### src/rtl/serial_word_rx.sv
// LSB-first serial word receiver with output FIFO and sticky status flags.
// Optional even-parity bit per word: define SERIAL_WORD_RX_PARITY_EN.
module serial_word_rx #(
  parameter int WIDTH = 4,
  parameter int DEPTH = 4
) (
  input  logic                       clk,
  input  logic                       reset,
  input  logic                       rx_bit,
  input  logic                       rx_valid,
  input  logic                       rx_clear,
  output logic [WIDTH-1:0]           out_data,
  output logic                       out_valid,
  input  logic                       out_ready,
  output logic [$clog2(DEPTH):0]     fill,
  output logic                       busy,
  output logic                       ovf,
  output logic                       par_err,
  input  logic                       ovf_clr
);

  localparam int CW   = (WIDTH > 1) ? $clog2(WIDTH) : 1;
  localparam int AW   = (DEPTH > 1) ? $clog2(DEPTH) : 1;
  localparam int CNTW = $clog2(DEPTH) + 1;

`ifdef SERIAL_WORD_RX_PARITY_EN
  typedef enum logic [1:0] {S_IDLE, S_SHIFT, S_PAR} state_t;
`else
  typedef enum logic [0:0] {S_IDLE, S_SHIFT} state_t;
`endif

  state_t           state_q, state_d;
  logic [CW-1:0]    bit_cnt_q, bit_cnt_d;
  logic [WIDTH-1:0] shreg_q, shreg_d;
  logic [WIDTH-1:0] mem_q [DEPTH];
  logic [WIDTH-1:0] mem_d [DEPTH];
  logic [AW-1:0]    wr_ptr_q, wr_ptr_d;
  logic [AW-1:0]    rd_ptr_q, rd_ptr_d;
  logic [CNTW-1:0]  count_q, count_d;
  logic             ovf_q, ovf_d;
  logic             par_err_q, par_err_d;

  logic push, par_bad, pop, full, do_push;

  always_comb begin
    state_d   = state_q;
    bit_cnt_d = bit_cnt_q;
    shreg_d   = shreg_q;
    push      = 1'b0;
    par_bad   = 1'b0;
    if (rx_clear) begin
      state_d   = S_IDLE;
      bit_cnt_d = '0;
    end else if (rx_valid) begin
`ifdef SERIAL_WORD_RX_PARITY_EN
      if (state_q == S_PAR) begin
        state_d = S_IDLE;
        // Even parity: data plus parity bit has an even number of ones.
        if ((^shreg_q) == rx_bit) push = 1'b1;
        else                      par_bad = 1'b1;
      end else
`endif
      begin
        shreg_d[bit_cnt_q] = rx_bit;
        if (bit_cnt_q == CW'(WIDTH - 1)) begin
          bit_cnt_d = '0;
`ifdef SERIAL_WORD_RX_PARITY_EN
          state_d = S_PAR;
`else
          state_d = S_IDLE;
          push    = 1'b1;
`endif
        end else begin
          bit_cnt_d = bit_cnt_q + CW'(1);
          state_d   = S_SHIFT;
        end
      end
    end
  end

  assign pop     = (count_q != '0) && out_ready;
  assign full    = (count_q == CNTW'(DEPTH));
  // A full FIFO still accepts a word when the head leaves the same cycle.
  assign do_push = push && (!full || pop);

  always_comb begin
    mem_d    = mem_q;
    wr_ptr_d = wr_ptr_q;
    rd_ptr_d = rd_ptr_q;
    if (do_push) begin
      mem_d[wr_ptr_q] = shreg_d;
      wr_ptr_d        = wr_ptr_q + AW'(1);
    end
    if (pop) rd_ptr_d = rd_ptr_q + AW'(1);
    count_d = count_q + CNTW'(do_push) - CNTW'(pop);
  end

  always_comb begin
    ovf_d     = ovf_q;
    par_err_d = par_err_q;
    if (ovf_clr) begin
      ovf_d     = 1'b0;
      par_err_d = 1'b0;
    end
    if (push && full && !pop) ovf_d = 1'b1;
    if (par_bad)              par_err_d = 1'b1;
  end

  always_ff @(posedge clk) begin
    if (reset) begin
      state_q   <= S_IDLE;
      bit_cnt_q <= '0;
      shreg_q   <= '0;
      wr_ptr_q  <= '0;
      rd_ptr_q  <= '0;
      count_q   <= '0;
      ovf_q     <= 1'b0;
      par_err_q <= 1'b0;
      for (int i = 0; i < DEPTH; i++) mem_q[i] <= '0;
    end else begin
      state_q   <= state_d;
      bit_cnt_q <= bit_cnt_d;
      shreg_q   <= shreg_d;
      wr_ptr_q  <= wr_ptr_d;
      rd_ptr_q  <= rd_ptr_d;
      count_q   <= count_d;
      ovf_q     <= ovf_d;
      par_err_q <= par_err_d;
      for (int i = 0; i < DEPTH; i++) mem_q[i] <= mem_d[i];
    end
  end

  assign out_data  = mem_q[rd_ptr_q];
  assign out_valid = (count_q != '0);
  assign fill      = count_q;
  assign busy      = (bit_cnt_q != '0);
  assign ovf       = ovf_q;
`ifdef SERIAL_WORD_RX_PARITY_EN
  assign par_err   = par_err_q;
`else
  assign par_err   = 1'b0;
`endif

endmodule

### config.mk
export PLATFORM = sky130hd
export DESIGN_NAME = serial_word_rx
export DESIGN_NICKNAME = d
export VERILOG_FILES = /design/src/rtl/serial_word_rx.sv
export SDC_FILE = /design/constraint.sdc
export NUM_CORES = 1
export LEC_CHECK = 0
export ABC_AREA = 1
export BUFFER_PORTS_ARGS = -buffer_cell sky130_fd_sc_hd__buf_2
export CAP_MARGIN = 20
export CORE_UTILIZATION = 35
export DETAILED_ROUTE_END_ITERATION = 16
export PLACE_DENSITY = 0.56
export SLEW_MARGIN = 0
export SYNTH_ARGS = -nofsm -noshare
export SYNTH_HDL_FRONTEND = slang
export SYNTH_SLANG_ARGS = --single-unit
### constraint.sdc
create_clock -name clk -period 3.2 [get_ports clk]
set_clock_uncertainty 0.1 [all_clocks]
set_input_delay 0.96 -clock clk [delete_from_list [all_inputs] [get_ports clk]]
set_output_delay 0.96 -clock clk [all_outputs]
set_load 0.01 [all_outputs]
==> flow_summary.toml <==
[power]
clock_power_share_pct = 40.9
leakagePower_nw = 0.944
p_comb_share_pct = 22.3
internal_power_w = 0.000833
p_sw_share_pct = 28.9
power_density_mw_per_mm2 = 637
p_seq_share_pct = 36.8
switchingPower_w = 0.000338
power.total_w = 0.00117
ir_drop_mv = 0.337

[synthesis]
synth_seq_cells = 30
synth_cell_type_count = 24
async_flop_share_pct = 0
syn_avg_cell_area_um2 = 6.82
synth_top_area_share_pct = 38.1
seq_area_frac_synth_pct = 38.1
synth_commonest_cells = "inv_1 (46), nand2_1 (46), nor2_1 (44)"
yosysTopAreaCell = "dfxtp_1"
synth_area_leaders = "dfxtp_1 (38%), inv_1 (11%), nand2_1 (11%)"
synth_area_mm2 = 0.00158
ys.flop_type = "dfxtp_1"
synth-edff-count = 0
syn_nets = 249
yosysWarningCount = 0
syn_inst = 231

[drt]
dr_wl_met2_mm = 1.34
drc_errors = 0
wl_mm = 3.03
routed-wl-met3_um = 99
ant_nets = 0
num_vias = 1314
m1WireLength_mm = 1.52
highest_layer = "met4"
viasPerCell = 4.34
wl_per_cell_um = 9.98
first_pass_iters = 4
first_iter_violations = 66

[worst_setup_path]
crit_slowest_cell = "dfxtp_1"
slowest_delay_ns = 0.46
reg2reg_depth = 11
worstPathRequired_ns = 2.14
crit_top_cell = "a21oi_1"
reg2reg_slack_ns = 0.84
crit_type = "flip-flop to output pin"
arrival_ns = 1.57
critPathBufInv = 2
crit_path_start_kind = "flip-flop"
critPathCaptureType = "output pin"
path_delay_family = "flip-flops"
worst_r2r_startpoint = "bit_cnt_q[0]$_SDFFE_PP0P_"
cp_cell_sequence = "inv_1 > o21ai_0 > a21oi_1 > a21oi_1 > buf_2"
crit_fanout = 14
regToRegEndpoint = "fill[2]$_SDFF_PP0_"

[clocking]
cts_buffers = 5
cts_root_buffer = "clkbuf_8"
worstSkewPairLatency_ns = 0.29
h-tree-depth = 2
post-cts-setup-buffers = 0
hold_buffers = 0
cts_tree = "built"
path_clk_slew_ns = 0.07
ctsResizeCount = 0
clock_sinks = 30
clockBufferDepth = 2

[grt]
grt_pass1_wl_mm = 5.38
track_usage_pct = 14.4
grt_max_degree = 19
first_global_vias = 1201
overflow = 0
antenna_found_initial = 0

[sta]
hold_slack_ns = 0.370
fin_crit_sh_pct = 82.2
fin_ws_ns = 0.568
hold_viol_final = 0
slew_violations = 0
min_period_ns = 2.63
max_clock_freq_mhz = 380
grt_setup_unrepaired = "false"
fin_setup_tns_ns = 0
setup_viol = 0

[layout]
drive_above_1_share_pct = 12.7
area_growth_pct = 16.8
stdcell_area_mm2 = 0.00184
multi_input_area_um2 = 767
final_nets = 268
fillCellCount = 468
antenna_cells = 0
seq_area_um2 = 601

[placed_design]
place_area_mm2 = 0.00170
dp_hpwl_mm = 2.15
place.gp.congestion = 0.819
io_buffers = 16
pre_cts_slack_ns = 0.404

[run]
maxCapViolations = 0

[floorplan]
rows = 24
core_mm2 = 0.00435
initial_utilization_pct = 36.2
die_x_um = 69.1
pin_count = 18
die-area_mm2 = 0.00477
die_h_um = 69.1

[worst_hold_path]
hold_path_class = "flip-flop to flip-flop"
hold_end = "shreg_q[3]$_SDFF_PP0_"
min_path_cells = 2
min_from = "shreg_q[3]$_SDFF_PP0_"

[status]
status = "complete, no violations"
==> per-layer routing <==
metal	GRT usage [%]	vias up
li1	-	729
met1	17.8	562
met2	22.9	16
met3	4.39	7
met4	6.80	0
met5	0	-
==> cell usage in the layout, fill, tap and decap left out, types with 2 or more instances in the layout <==
cell / n
dfxtp_1: 30
o21ai_1: 6
nand2_1: 46
a21oi_1: 16
o21ai_0: 9
nor2_1: 44
nand3_2: 4
bufinv_16: 2
ha_1: 10
nand3_1: 5
buf_2: 16
inv_1: 46
clkbuf_8: 6
==> worst min-delay path: cells and delay by family, from the launching register on <==
| family | cells | cell delay, ns |
|---|---|---|
| AO/OA/AOI/OAI | 1 | 0.06 |
| AND/OR/NAND/NOR | 1 | 0.07 |
| flip-flops | 1 | 0.30 |
==> through the flow <==
stage	instances	utilization [%]
after floorplan	231	-
after global placement	295	39.0
after detailed placement	295	39.0
after CTS	303	42.2
after global routing	303	42.2
final	303	42.2
==> kinds of logic after synthesis <==
kind of cell | count (synthesis) | share of synthesized area (%)
simple gates | 104 | 28.4
buf+inv | 52 | 13.2
compound gates | 32 | 10.3
flops | 30 | 38.1
fa+ha+maj | 11 | 9.21
xor+xnor | 1 | 0.556
other cells | 1 | 0.238
==> sequential cells by signal (all words and copies together) (netlist names) <==
signal     cells
fill           3
mem_q         16
wr_ptr_q       2
bit_cnt_q      2
ovf            1
rd_ptr_q       2
shreg_q        4
==> worst max path at each step <==
stage                        startpoint                  to  slack (ns)  cells after the start
2_1_floorplan                 out_ready  fill[2]$_SDFF_PP0_        0.65                     10
3_3_place_gp                   rx_valid  fill[2]$_SDFF_PP0_        0.43                     11
3_5_place_dp                   rx_valid  fill[2]$_SDFF_PP0_        0.40                     11
4_1_cts        rd_ptr_q[0]$_SDFFE_PP0N_         out_data[1]        0.52                      5
5_1_grt        rd_ptr_q[0]$_SDFFE_PP0N_         out_data[2]        0.42                      5
6_report       rd_ptr_q[0]$_SDFFE_PP0N_         out_data[1]        0.57                      5
==> final cells by class <==
| class | count | area share, % |
|---|---|---|
| inverter | 47 | 9.59 |
| timing repair buffer | 17 | 4.76 |
| tap | 52 | 3.54 |
| multi-input combinational | 149 | 41.7 |
| clock inverter | 2 | 3.27 |
| sequential | 30 | 32.7 |
| clock buffer | 6 | 4.49 |
==> power groups by stage <==
stage	sequential, W	clock [W]	combinational [W]
3_5_place_dp	0.000439	0	0.000264
6_report	0.000431	0.000480	0.000261
3_3_place_gp	0.000440	0	0.000265
4_1_cts	0.000432	0.000494	0.000266
2_1_floorplan	0.000441	0	0.000184
5_1_grt	0.000436	0.000512	0.000307
Power figures use the tool's default switching activity.
